==> src/rtl/tmds_rx_channel.sv <==
// Receive side of one TMDS lane: finds the 10-bit word boundary from control-token
// runs during blanking, then decodes aligned words into video data / control bits.
module tmds_rx_channel #(
    parameter int CTRL_RUN     = 16,
    parameter int SEARCH_WIN   = 1024,
    parameter int LOCK_TIMEOUT = 2048
) (
    input  logic       pixclk,
    input  logic       rst,
    input  logic [9:0] raw_in,
    output logic [7:0] vd,
    output logic [1:0] cd,
    output logic       vde,
    output logic       locked,
    output logic [3:0] offset,
    output logic [7:0] err_cnt
);

    localparam int WIN_MAX = (SEARCH_WIN > LOCK_TIMEOUT) ? SEARCH_WIN : LOCK_TIMEOUT;
    localparam int WIN_W   = $clog2(WIN_MAX);
    localparam int RUN_W   = $clog2(CTRL_RUN + 1);

    localparam logic [WIN_W-1:0] SEARCH_LAST  = WIN_W'(SEARCH_WIN - 1);
    localparam logic [WIN_W-1:0] TIMEOUT_LAST = WIN_W'(LOCK_TIMEOUT - 1);
    localparam logic [WIN_W-1:0] WIN_ONE      = WIN_W'(1);
    localparam logic [RUN_W-1:0] RUN_FULL     = RUN_W'(CTRL_RUN);
    localparam logic [RUN_W-1:0] RUN_LAST     = RUN_W'(CTRL_RUN - 1);
    localparam logic [RUN_W-1:0] RUN_ONE      = RUN_W'(1);

    typedef enum logic [1:0] {
        ST_SEARCH = 2'd0,
        ST_VERIFY = 2'd1,
        ST_LOCKED = 2'd2
    } state_t;

    // {is_token, cd} for a candidate word
    function automatic logic [2:0] token_lookup(input logic [9:0] w);
        logic [2:0] r;
        case (w)
            10'b1101010100: r = 3'b100;
            10'b0010101011: r = 3'b101;
            10'b0101010100: r = 3'b110;
            10'b1010101011: r = 3'b111;
            default:        r = 3'b000;
        endcase
        return r;
    endfunction

    function automatic logic [7:0] data_decode(input logic [9:0] w);
        logic [7:0] d;
        logic [7:0] q;
        d    = w[9] ? ~w[7:0] : w[7:0];
        q    = 8'h00;
        q[0] = d[0];
        for (int i = 1; i < 8; i++) begin
            q[i] = w[8] ? (d[i] ^ d[i-1]) : ~(d[i] ^ d[i-1]);
        end
        return q;
    endfunction

    logic [9:0]       raw_prev_q;
    logic [9:0]       w_q;
    logic             tok_q;
    logic [1:0]       tok_cd_q;
    logic [7:0]       vd_q,  vd_d;
    logic [1:0]       cd_q,  cd_d;
    logic             vde_q, vde_d;
    state_t           state_q, state_d;
    logic [WIN_W-1:0] win_q, win_d;
    logic [RUN_W-1:0] run_q, run_d;
    logic [3:0]       offset_q, offset_d;
    logic             locked_q, locked_d;
    logic [7:0]       err_q, err_d;

    logic [19:0]      cat_s;
    logic [9:0]       word_s;
    logic [2:0]       tok_info_s;
    logic             valid_run_s;
    logic             slip_s;

    // Bit 0 of raw_prev is the earliest bit, so offset k starts k bits into the older word
    assign cat_s       = {raw_in, raw_prev_q};
    assign word_s      = 10'(cat_s >> offset_q);
    assign tok_info_s  = token_lookup(word_s);
    assign valid_run_s = tok_info_s[2] && (run_q == RUN_LAST);

    // Alignment FSM next state; a valid run always overrides a pending slip
    always_comb begin
        state_d  = state_q;
        win_d    = win_q + WIN_ONE;
        offset_d = offset_q;
        locked_d = locked_q;
        err_d    = err_q;
        slip_s   = 1'b0;
        if (!tok_info_s[2]) begin
            run_d = '0;
        end else if (run_q == RUN_FULL) begin
            run_d = run_q;
        end else begin
            run_d = run_q + RUN_ONE;
        end

        case (state_q)
            ST_SEARCH: begin
                if (valid_run_s) begin
                    state_d = ST_VERIFY;
                    win_d   = '0;
                end else if (win_q == SEARCH_LAST) begin
                    slip_s = 1'b1;
                end else begin
                    state_d = ST_SEARCH;
                end
            end
            ST_VERIFY: begin
                if (valid_run_s) begin
                    state_d  = ST_LOCKED;
                    locked_d = 1'b1;
                    win_d    = '0;
                end else if (win_q == TIMEOUT_LAST) begin
                    state_d = ST_SEARCH;
                    slip_s  = 1'b1;
                end else begin
                    state_d = ST_VERIFY;
                end
            end
            ST_LOCKED: begin
                if (valid_run_s) begin
                    win_d = '0;
                end else if (win_q == TIMEOUT_LAST) begin
                    state_d  = ST_SEARCH;
                    locked_d = 1'b0;
                    slip_s   = 1'b1;
                    err_d    = (err_q == 8'hFF) ? err_q : err_q + 8'd1;
                end else begin
                    state_d = ST_LOCKED;
                end
            end
            default: begin
                state_d  = ST_SEARCH;
                win_d    = '0;
                locked_d = 1'b0;
            end
        endcase

        if (slip_s) begin
            offset_d = (offset_q == 4'd9) ? 4'd0 : offset_q + 4'd1;
            win_d    = '0;
            run_d    = '0;
        end else begin
            offset_d = offset_d;
        end
    end

    // Output stage: gated by locked_q, which lines up with the word now in stage 1
    always_comb begin
        vd_d  = 8'h00;
        cd_d  = cd_q;
        vde_d = 1'b0;
        if (!locked_q) begin
            cd_d = 2'b00;
        end else if (tok_q) begin
            cd_d = tok_cd_q;
        end else begin
            vde_d = 1'b1;
            vd_d  = data_decode(w_q);
        end
    end

    // Pipeline and FSM registers
    always_ff @(posedge pixclk) begin
        if (rst) begin
            raw_prev_q <= 10'd0;
            w_q        <= 10'd0;
            tok_q      <= 1'b0;
            tok_cd_q   <= 2'b00;
            vd_q       <= 8'h00;
            cd_q       <= 2'b00;
            vde_q      <= 1'b0;
            state_q    <= ST_SEARCH;
            win_q      <= '0;
            run_q      <= '0;
            offset_q   <= 4'd0;
            locked_q   <= 1'b0;
            err_q      <= 8'h00;
        end else begin
            raw_prev_q <= raw_in;
            w_q        <= word_s;
            tok_q      <= tok_info_s[2];
            tok_cd_q   <= tok_info_s[1:0];
            vd_q       <= vd_d;
            cd_q       <= cd_d;
            vde_q      <= vde_d;
            state_q    <= state_d;
            win_q      <= win_d;
            run_q      <= run_d;
            offset_q   <= offset_d;
            locked_q   <= locked_d;
            err_q      <= err_d;
        end
    end

    assign vd      = vd_q;
    assign cd      = cd_q;
    assign vde     = vde_q;
    assign locked  = locked_q;
    assign offset  = offset_q;
    assign err_cnt = err_q;

endmodule

==> config.mk <==
export PLATFORM = sky130hd
export DESIGN_NAME = tmds_rx_channel
export DESIGN_NICKNAME = d
export VERILOG_FILES = /design/src/rtl/tmds_rx_channel.sv
export SDC_FILE = /design/constraint.sdc
export NUM_CORES = 1
export LEC_CHECK = 0
export BUFFER_PORTS_ARGS = -buffer_cell sky130_fd_sc_hd__buf_4
export CORE_MARGIN = 5
export CORE_UTILIZATION = 35
export CTS_CLUSTER_DIAMETER = 50
export CTS_CLUSTER_SIZE = 30
export DETAILED_ROUTE_END_ITERATION = 7
export PLACE_DENSITY_LB_ADDON = 0.1
export SETUP_SLACK_MARGIN = 0.3
export SLEW_MARGIN = 20
export SYNTH_ARGS = -nofsm -noshare
export SYNTH_HDL_FRONTEND = slang
export SYNTH_SLANG_ARGS = --single-unit
==> constraint.sdc <==
create_clock -name pixclk -period 9.45 [get_ports pixclk]
set_clock_uncertainty 0.15 [all_clocks]
set_input_delay 2.835 -clock pixclk [delete_from_list [all_inputs] [get_ports pixclk]]
set_output_delay 2.835 -clock pixclk [all_outputs]
set_load 0.02 [all_outputs]
# After elaboration in Yosys (flattened, before gate mapping)
# Index checks and enable logic that the tools add are counted.
[classes] n_eq_ne=16 shifts=1 n_addsub=4 mux=27 n_bitwise=21 reduce_logical=11
[ops] cell="$eq 10x10->1 const B" count=2
[ops] cell="$shr 20x4->10" count=1
[ops] cell="$mux 1" count=16
[ops] cell="$not 1->1" count=13
[ops] cell="$pmux 3 s4" count=1
[ops] cell="$add 11x1->11 const B" count=1
[ops] cell="$eq 11x10->1 const B" count=1
[ops] cell="$eq 11x11->1 const B" count=1
[ops] cell="$eq 10x8->1 const B" count=1
[ops] cell="$eq 10x9->1 const B" count=1
[ops] cell="$mux 2" count=5
[ops] cell="$reduce_or 3->1" count=3
[ops] cell="$add 8x1->8 const B" count=1
[ops] cell="$eq 8x8->1 const B" count=1
[ops] cell="$mux 8" count=1
[ops] cell="$not 8->8" count=1
[ops] cell="$reduce_and 4->1" count=2
[ops] cell="$xor 1x1->1" count=7
[ops] cell="$ne 2x2->1 const B" count=3
[ops] cell="$pmux 2 s3" count=1
[ops] cell="$add 5x1->5 const B" count=1
[ops] cell="$eq 5x4->1 const B" count=1
[ops] cell="$eq 5x5->1 const B" count=1
[ops] cell="$add 4x1->4 const B" count=1
[ops] cell="12 further kinds" count=13
[totals] ff_bits=65 elab_cells=93 in_bits=12 output_inout_bits=24

# Longest topological paths before layout
# Gate-level depths: netlist of the first run.
[logic_depth] ltp_word=7 mapped_depth=13 mapped_depth_nobuf=9

# Least setup slack after synthesis of the first run
# OpenSTA, ideal clock, no wires.
[synth_path] path_type="in2reg" start="input port raw_in[8]" end="register err_q[4] (netlist: err_cnt[4])" path_slack_ns=4.228 arrival_time_ns=4.950 stages=9 n_path_buf=1 path_cell_list="mux4_2 mux2_2 nor2_4 nand3_1 a2111o_1 a21boi_2 buf_6 nor4_1 mux2_4"
[synth_via] elab_chain_cells=6
[synth_rtl] element="start, declared" line_no="10" source="input logic [9:0] raw_in,"
[synth_rtl] element="$shr 20x4->10 (*)" line_no="83" source="assign word_s = 10'(cat_s >> offset_q);"
[synth_rtl] element="$eq 10x10->1, or another cell as far along" line_no="39" source="case (w)"
[synth_rtl] element="$pmux 3 s4 (*)" line_no="39"
[synth_rtl] element="$logic_and 1x1->1 (*)" line_no="85" source="assign valid_run_s = tok_info_s[2] && (run_q == RUN_LAST);"
[synth_rtl] element="$not 1->1 (no line) (*)"
[synth_rtl] element="$reduce_and 4->1 (no line) (*)"
[synth_rtl] element="end signal, assigned" line_no="198" source="err_q <= err_d;"
[synth_rtl] element="end, declared" line_no="73" source="logic [7:0] err_q, err_d;"
# Mark *: on every way between the ends. The rest lies on a longest branch, timed or not.
# A chain may end at the register's enable or synchronous reset.

# Worst setup path in the final report of the first run
[layout_path] start="input port raw_in[0]" end="register err_q[5] (netlist: err_cnt[5])"
# The elaborated chain is that of the path after synthesis.

==> flow_summary.toml, run 1 <==
[outcome]
outcome = "complete, no violations"

[cts]
clock-sinks = 65
clk_pin_slew_ns = 0.08
cts-root-buf = "clkbuf_8"
htreeDepth = 3
hold_buffers = 0
cts_buffers = 9
clkLatencyLatePin_ns = 0.34
cts_setup_buffers = 0
clockBufferDepth = 2
cts_tree = "done"
postCtsResizedCells = 0

[sta]
drv_slew = 0
hold_viol = 0
finalSetupTns_ns = 0
finalCriticalPeriod_ns = 5.65
rsz0062_at_grt = "false"
setup_viol = 0
slew_headroom = 0.371
fmax_ghz = 0.177
worst_pin_slew_ns = 0.937
finalCritPeriodShare = 0.598

[drt]
drt_iter0_drc = 127
dr_total_vias = 2625
finalWirelength_mm = 7.14
drc = 0
met2_length_mm = 3.10
via_per_inst = 4.92
drt_pass1_iterations = 4
highest_layer = "met4"
final_antenna_net_count = 0
wl_met1_mm = 3.69
detail_route.wl_per_cell_um = 13.4
wl_met3_um = 285

[synth]
synth-seq-cells = 65
synth_nets = 392
ys_types = 52
yosysWarnings = 0
yosys.area.top_type_share = 0.382
synth_area_leader_cell = "dfxtp_1"
synth_area_per_cell_um2 = 9.18
ys_seq_area_frac = 0.382
synth_cells = 371
synth_area_leaders = "dfxtp_1 38%, mux4_2 7.9%, nor2_1 6.3%, xnor2_1 5.1%, mux2i_1 4.7%"
synth-async-reset-ratio = 0
syn_area_mm2 = 0.00341
synth_edf_count = 0
synth_ff_type = "dfxtp_1"

[placed_design]
post-dp-hpwl_mm = 5.06
port_buffers = 35
place.gp.congestion = 0.838
post_dp_cell_area_mm2 = 0.00372

[worst_setup_path]
cp.buffers_inverters = 1
critical-path-top-delay-family = "compound AO/OA/AOI/OAI gates"
cp_slowest_cell = "a21boi_2"
critical_path_class = "primary input to flip-flop"
crit_required_ns = 9.53
end_kind = "flip-flop"
worstPathArrival_ns = 5.73
cp_cell_sequence = "buf_4 -> mux4_2 -> mux2_2 -> nor2_4 -> nand3_1 -> a2111o_1 -> a21boi_2 -> nor4_1 -> mux2_4"
critPathLaunchType = "primary input"
critPathMaxFanout = 23
critPathMaxStageDelay_ns = 0.73

[layout]
fin_area_mm2 = 0.00395
nFillCells = 1013
regArea_mm2 = 0.00130
layout-drive-gt1-share = 0.190
multi_input_area_mm2 = 0.00193
diodes = 0
layout-area-overhead-vs-synth_pct = 16.0
fin_nets = 417

[floorplanning]
die_h_um = 109
boundaryPins = 36
chipWidth_um = 109
core_area_mm2 = 0.00964
floorplan.die_area_mm2 = 0.0118
start_util = 0.353
fp-row-count = 36

[run]
drv_cap = 0

[pwr]
p_leak_nw = 1.43
ir_worst_vdd_uv = 65.4
powerDensity_mw_per_mm2 = 148

[global_route]
grt_max_degree = 46
antenna_found_initial = 0
overflow = 0
grt_pass1_vias = 2497
grt_util_all_layers = 0.130
grt_pass1_wl_mm = 12.2

[min_path]
hold_path.class = "flip-flop to flip-flop"
[cell families (layout without fill, tap and decap cells)]
| group | after synthesis | in the layout | synth area share |
|---|---|---|---|
| simple gates | 146 | 146 | 0.209 |
| flops | 65 | 65 | 0.382 |
| compound gates | 54 | 54 | 0.108 |
| buf+inv | 37 | 67 | 0.0518 |
| mux | 36 | 36 | 0.155 |
| xor+xnor | 24 | 24 | 0.0617 |
| fa+ha+maj | 9 | 9 | 0.0331 |
[flip-flops by register name, summed over array words and instances (netlist names)]
name	flops
err_cnt	8
offset	4
run_q	5
vde	1
raw_prev_q	10
tok_q	1
w_q	10
tok_cd_q	2
cd	2
state_q	2
locked	1
win_q	11
vd	8
[layer usage]
layer  track usage  up-vias
met5             0        -
met4        0.0469        0
met3        0.0379        5
met2         0.186       49
met1         0.186     1218
li1              -     1353
[tightest hold or removal path, stage by stage (launching register included)]
cell and delay, ns:
dfxtp_1 0.31, mux2i_1 0.06, nor2_1 0.07
[final cells by class]
class,instances,share of cell area
clock buffers,11,0.0358
multi-input cells,269,0.488
clock inverters,5,0.0219
well taps,133,0.0421
inverters,15,0.0143
repair buffers,36,0.0684
flip-flops and latches,65,0.329
[metrics by stage]
step	std cells	setup slack (ns)	total power, W	hold WS, ns	util
3_5_place_dp	518	3.43	0.000323	0.310	0.386
3_3_place_gp	518	3.47	0.000323	0.297	0.386
2_1_floorplan	371	4.23	0.000312	0.280	-
6_report	534	3.80	0.000584	0.324	0.410
5_1_grt	534	3.61	0.000614	0.386	0.410
4_1_cts	534	3.81	0.000597	0.322	0.410
[cell usage after synthesis, types with 5 or more instances]
master,n
a21oi_1,18
and3_1,5
buf_2,6
clkbuf_1,11
dfxtp_1,65
ha_1,9
inv_1,15
mux2_2,5
mux2i_1,16
mux4_2,12
nand2_1,18
nand3_1,19
nor2_1,57
nor2b_1,15
nor3_1,6
o21ai_1,6
or3_1,6
xnor2_1,20
[layout by cell type, fill, tap and decap left out, drive strengths merged, types with 2 or more instances in the layout]
cell,count
dfxtp,65
nor2,58
buf,36
xnor2,20
nand3,19
nand2,18
a21oi,18
inv,17
mux2i,16
nor2b,15
mux4,12
clkbuf,11
ha,9
o21ai,9
mux2,8
nor3,6
or3,6
and3,5
o31ai,4
nand4,4
nor4,4
xor2,4
nand3b,3
or4,3
o21a,3
a211oi,3
o221ai,2
o211ai,2
o22ai,2
nand2b,2
bufinv,2
[report_power, final]
group / internal [W] / switching [W]
registers: 0.000279 / 0.00000327
clock network: 0.000158 / 0.000109
logic: 0.0000167 / 0.0000177
total: 0.000454 / 0.000130
[final timing paths]
path                    start         end  depth (start not counted)  slack, ns
setup / recovery    raw_in[0]  err_cnt[5]                          9       3.80
hold / removal    tok_cd_q[0]       cd[0]                          2       0.32
setup reg to reg    offset[0]  err_cnt[5]                          8       5.61
hold reg to reg   tok_cd_q[0]       cd[0]                          2       0.32
Note: power is estimated with default switching activity, not from simulation.
==> run 2: changes to the inputs <==
==> constraint.sdc (replaced) <==
create_clock -name pixclk -period 5.55 [get_ports pixclk]
set_clock_uncertainty 0.15 [all_clocks]
set_input_delay 1.665 -clock pixclk [delete_from_list [all_inputs] [get_ports pixclk]]
set_output_delay 1.665 -clock pixclk [all_outputs]
set_load 0.02 [all_outputs]
==> run 2 against run 1 <==
Net effect: design area is 1.6% lower; combinational power up 72%; core utilization fell by 0.66 points; largest cell class unchanged.
==> flow_summary.toml, run 2 (same netlist as run 1, synthesis figures left out) <==
[outcome]
outcome = "complete, no violations"

[cts]
clk_pin_slew_ns = 0.07
postCtsResizedCells = 0
clkLatencyLatePin_ns = 0.34
cts_tree = "done"
cts_buffers = 9
clock-sinks = 65
htreeDepth = 3
cts-root-buf = "clkbuf_8"
hold_buffers = 0
cts_setup_buffers = 0
clockBufferDepth = 2

[global_route]
busiest_layer = "met2"
grt_use_met3 = 0.0290
overflow = 0
grt_pass1_wl_mm = 12.5
gr-usage-met1 = 0.187
grt_util_all_layers = 0.134
antenna_found_initial = 0
met2_usage = 0.196
grt_pass1_vias = 2550
grt_max_degree = 46

[layout]
nFillCells = 1006
layout-drive-gt1-share = 0.184
layout-area-overhead-vs-synth_pct = 14.1
fin_nets = 418
diodes = 0
final_cells = 535
final_cell_mix = "65 x dfxtp_1, 57 x nor2_1, 37 x buf_4"
multi_input_area_mm2 = 0.00193
largest_register_ffs = 11
largestRegisters = "win_q (11), raw_prev_q (10), w_q (10)"
fin_area_mm2 = 0.00389
regArea_mm2 = 0.00130
regMostFlops = "win_q"
final_common_cell = "dfxtp_1"

[placed_design]
post-dp-hpwl_mm = 5.17
place_inst = 519
port_buffers = 35
place.gp.congestion = 0.756
post_dp_cell_area_mm2 = 0.00373

[worst_setup_path]
crit_top_cell = "buf_4"
critical_path_class = "primary input to flip-flop"
cp_slowest_cell = "a2111o_1"
worstPathArrival_ns = 4.39
cp_cell_sequence = "buf_4 -> mux4_2 -> mux2_2 -> nor2_4 -> nand3_1 -> a2111o_1 -> a21boi_2 -> buf_4 -> nor4_1 -> mux2_1"
cp.buffers_inverters = 2
worst-path-stages = 10
end_kind = "flip-flop"
critPathLaunchType = "primary input"
crit_required_ns = 5.63
critPathMaxFanout = 14
critPathMaxStageDelay_ns = 0.49
critical-path-top-delay-family = "multiplexers"
r2r_cells = 9

[drt]
final_antenna_net_count = 0
drt_pass1_iterations = 4
drt_iter0_drc = 188
finalWirelength_mm = 7.30
dr_total_vias = 2648
via_per_inst = 4.95
drc = 0
detail_route.wl_per_cell_um = 13.6

[floorplanning]
floorplan.die_area_mm2 = 0.0118
chipWidth_um = 109
die_h_um = 109
start_util = 0.353
fp-row-count = 36
boundaryPins = 36
core_area_mm2 = 0.00964

[pwr]
powerDensity_mw_per_mm2 = 226
fin_total_pwr_w = 0.000879
ir_worst_vdd_uv = 93.9
p_leak_nw = 1.40

[run]
drv_cap = 0

[min_path]
hold_path.class = "flip-flop to flip-flop"
hold_depth = 1

[sta]
slew_headroom = 0.438
finalCritPeriodShare = 0.778
hold_viol = 0
finalCriticalPeriod_ns = 4.32
worst_pin_slew_ns = 0.842
drv_slew = 0
fmax_ghz = 0.232
rsz0062_at_grt = "false"
setup_viol = 0
finalSetupTns_ns = 0
-- run 2: report_power, final --
group	internal [W]	switching [W]
sequential	0.000475	0.00000562
clock	0.000161	0.000178
combinational	0.0000284	0.0000306
total	0.000665	0.000214
-- run 2: area by class of cell --
| type | count | area share |
|---|---|---|
| repair buffers | 37 | 0.0715 |
| flip-flops and latches | 65 | 0.335 |
| multi-input cells | 269 | 0.496 |
| clock buffers | 13 | 0.0357 |
| clock inverters | 3 | 0.00451 |
| inverters | 15 | 0.0145 |
| well taps | 133 | 0.0428 |
-- run 2: layer usage --
metal	vias up	routed length [um]
met5	-	0
met4	0	161
met3	16	391
met2	71	3090
met1	1205	3650
li1	1356	-
-- run 2: path summary, 6_finish.rpt --
check	startpoint	endpoint	slack, ns
setup reg to reg	offset[0]	err_cnt[7]	1.91
setup / recovery	raw_in[0]	err_cnt[7]	1.23
hold reg to reg	win_q[0]	win_q[0]	0.32
hold / removal	win_q[0]	win_q[0]	0.32
-- run 2: worst register-to-register path, stage by stage, from the launching register on --
cell	delay, ns
dfxtp_1	0.80
inv_1	0.41
mux2_2	0.40
nor2_1	0.10
nand3_1	0.11
a2111o_1	0.49
a21boi_2	0.39
buf_4	0.28
nor4_1	0.09
mux2_1	0.31
-- run 2: metrics by stage --
| stage | hold WS [ns] | utilization | worst slack [ns] |
|---|---|---|---|
| detailed placement | 0.307 | 0.387 | 0.883 |
| finish | 0.318 | 0.403 | 1.23 |
| global placement | 0.296 | 0.387 | 0.952 |
| CTS | 0.325 | 0.403 | 1.24 |
| floorplan | 0.280 | - | 1.50 |
| global route | 0.377 | 0.403 | 1.05 |
==> run 3: changes to the inputs <==
==> constraint.sdc (replaced) <==
create_clock -name pixclk -period 3.7 [get_ports pixclk]
set_clock_uncertainty 0.15 [all_clocks]
set_input_delay 1.11 -clock pixclk [delete_from_list [all_inputs] [get_ports pixclk]]
set_output_delay 1.11 -clock pixclk [all_outputs]
set_load 0.02 [all_outputs]
==> run 3 against run 2 <==
Net effect: sequential power up 50%; routed wire length grew 5.5%; core utilization up 4.6 points; hold slack lost 0.00087 ns; register-to-register slack got worse by 1.5 ns; non-clock buffer count is 30 higher; global-route usage rose by 0.11 points; critical endpoint is now err_cnt[4].
==> flow_summary.toml, run 3 (same netlist as run 1, synthesis figures left out) <==
[outcome]
outcome = "complete, no violations"

[layout]
diodes = 0
layout-area-overhead-vs-synth_pct = 27.0
final_cell_mix = "65 x dfxtp_1, 57 x buf_4, 55 x nor2_1"
layout-drive-gt1-share = 0.278
largest_register_ffs = 11
regMostFlops = "win_q"
fin_nets = 448
largestRegisters = "win_q (11), raw_prev_q (10), w_q (10)"
final_common_cell = "dfxtp_1"

[pwr]
clkPwrFrac = 0.446
p_leak_nw = 1.61
powerDensity_mw_per_mm2 = 345
seqPwrFrac = 0.483
ir_worst_vdd_uv = 198
switching_share = 0.231
p_int_w = 0.00115
power_frac_comb = 0.071
p_sw_w = 0.000345

[min_path]
hold_depth = 2
hold_path.class = "flip-flop to flip-flop"
hold_path_end = "cd[1]"
min_from = "tok_cd_q[1]"

[sta]
setup_viol = 0
slew_headroom = 0.595
layout_setup_ws_ns = 0.227
finalCriticalPeriod_ns = 3.47
drv_slew = 0
finalCritPeriodShare = 0.939
worst_pin_slew_ns = 0.602
fmax_ghz = 0.288
finalSetupTns_ns = 0
rsz0062_at_grt = "true"
hold_viol = 0

[drt]
via_per_inst = 4.86
detail_route.wl_per_cell_um = 13.6
finalWirelength_mm = 7.70
dr_total_vias = 2745
drt_pass1_iterations = 4
drc = 0
final_antenna_net_count = 0
drt_iter0_drc = 159

[cts]
cts_buffers = 9
clk_pin_slew_ns = 0.08
clock-sinks = 65
clockBufferDepth = 2
clkLatencyLatePin_ns = 0.34
hold_buffers = 0
cts-root-buf = "clkbuf_8"
htreeDepth = 3
cts_tree = "done"

[floorplanning]
fp-row-count = 36
chipWidth_um = 109
floorplan.die_area_mm2 = 0.0118
boundaryPins = 36
die_h_um = 109
start_util = 0.353
core_area_mm2 = 0.00964

[placed_design]
port_buffers = 35
place.gp.congestion = 0.853
dp_slack_ns = -0.0419
post-dp-hpwl_mm = 5.34

[worst_setup_path]
r2r_cells = 11
critPathLaunchType = "primary input"
critical_path_class = "primary input to flip-flop"
critPathMaxFanout = 7
critPathMaxStageDelay_ns = 0.51
worstPathArrival_ns = 3.55
crit_top_cell = "mux2_4"
critical-path-top-delay-family = "multiplexers"
cp_cell_sequence = "buf_4 -> mux4_2 -> mux2_4 -> nor2_2 -> nand3_2 -> a2111o_1 -> a21boi_4 -> buf_12 -> buf_6 -> nor4_2 -> mux2_4"
r2r-end = "err_cnt[4]"
crit_required_ns = 3.78
reg2reg_from = "offset[1]"
cp.buffers_inverters = 3
cp_slowest_cell = "a2111o_1"
end_kind = "flip-flop"
reg2reg_slack_ns = 0.42

[global_route]
overflow = 0
grt_pass1_wl_mm = 12.7
grt_max_degree = 46
grt_pass1_vias = 2506
antenna_found_initial = 0
grt_util_all_layers = 0.135

[run]
drv_cap = 0
run 3: timing repair:
item                                    4_1_cts  5_1_grt
buffers inserted                              0        7
resized for setup                             0       20
endpoints found under the setup margin        0       10
run 3: cell type report:
| cell class | instances | area [um^2] |
|---|---|---|
| fill | 999 | 5310 |
| multi-input combinational | 269 | 2010 |
| sequential | 65 | 1300 |
| timing repair buffer | 67 | 576 |
| tap | 133 | 166 |
| clock buffer | 9 | 124 |
| clock inverter | 7 | 95.1 |
| inverter | 15 | 56.3 |
run 3: how the worst max path moves through the flow:
stage / depth (start not counted) / to / slack [ns] / from
floorplan: 9 / err_cnt[4] / 0.22 / raw_in[7]
global placement: 12 / err_cnt[7] / -0.02 / raw_in[2]
detailed placement: 9 / locked / -0.04 / raw_in[7]
CTS: 9 / locked / 0.30 / raw_in[7]
global route: 11 / err_cnt[3] / 0.12 / raw_in[4]
finish: 11 / err_cnt[4] / 0.23 / raw_in[1]
run 3: stage by stage:
step                total power, W  std cells  cell area [um^2]  hold WS [ns]  utilization
CTS                        0.00151        557              4160         0.324        0.432
finish                     0.00149        565              4330         0.317        0.449
floorplan                 0.000798        371              3430         0.280            -
global route               0.00157        565              4330         0.351        0.449
global placement          0.000837        541              3940         0.295        0.409
detailed placement        0.000837        541              3940         0.308        0.409
run 3: power by group through the flow:
stage	sequential [W]	combinational (W)	clock, W
after floorplan	0.000734	0.0000635	0
after global placement	0.000737	0.000100	0
after detailed placement	0.000737	0.000100	0
after CTS	0.000721	0.000101	0.000691
after global routing	0.000722	0.000118	0.000725
final	0.000721	0.000106	0.000666
run 3: per-layer routing:
metal / part of all wire / vias to the layer above / routed length (um) / global-route usage
li1: - / 1413 / - / -
met1: 0.50 / 1264 / 3870 / 0.200
met2: 0.44 / 57 / 3420 / 0.193
met3: 0.039 / 11 / 302 / 0.0266
met4: 0.014 / 0 / 107 / 0.0487
met5: 0 / - / 0 / 0
run 3: worst min-delay path: cells and delay by family (launching register included):
kind,cells,cell delay (ns)
flops,1,0.31
mux,1,0.06
simple gates,1,0.07
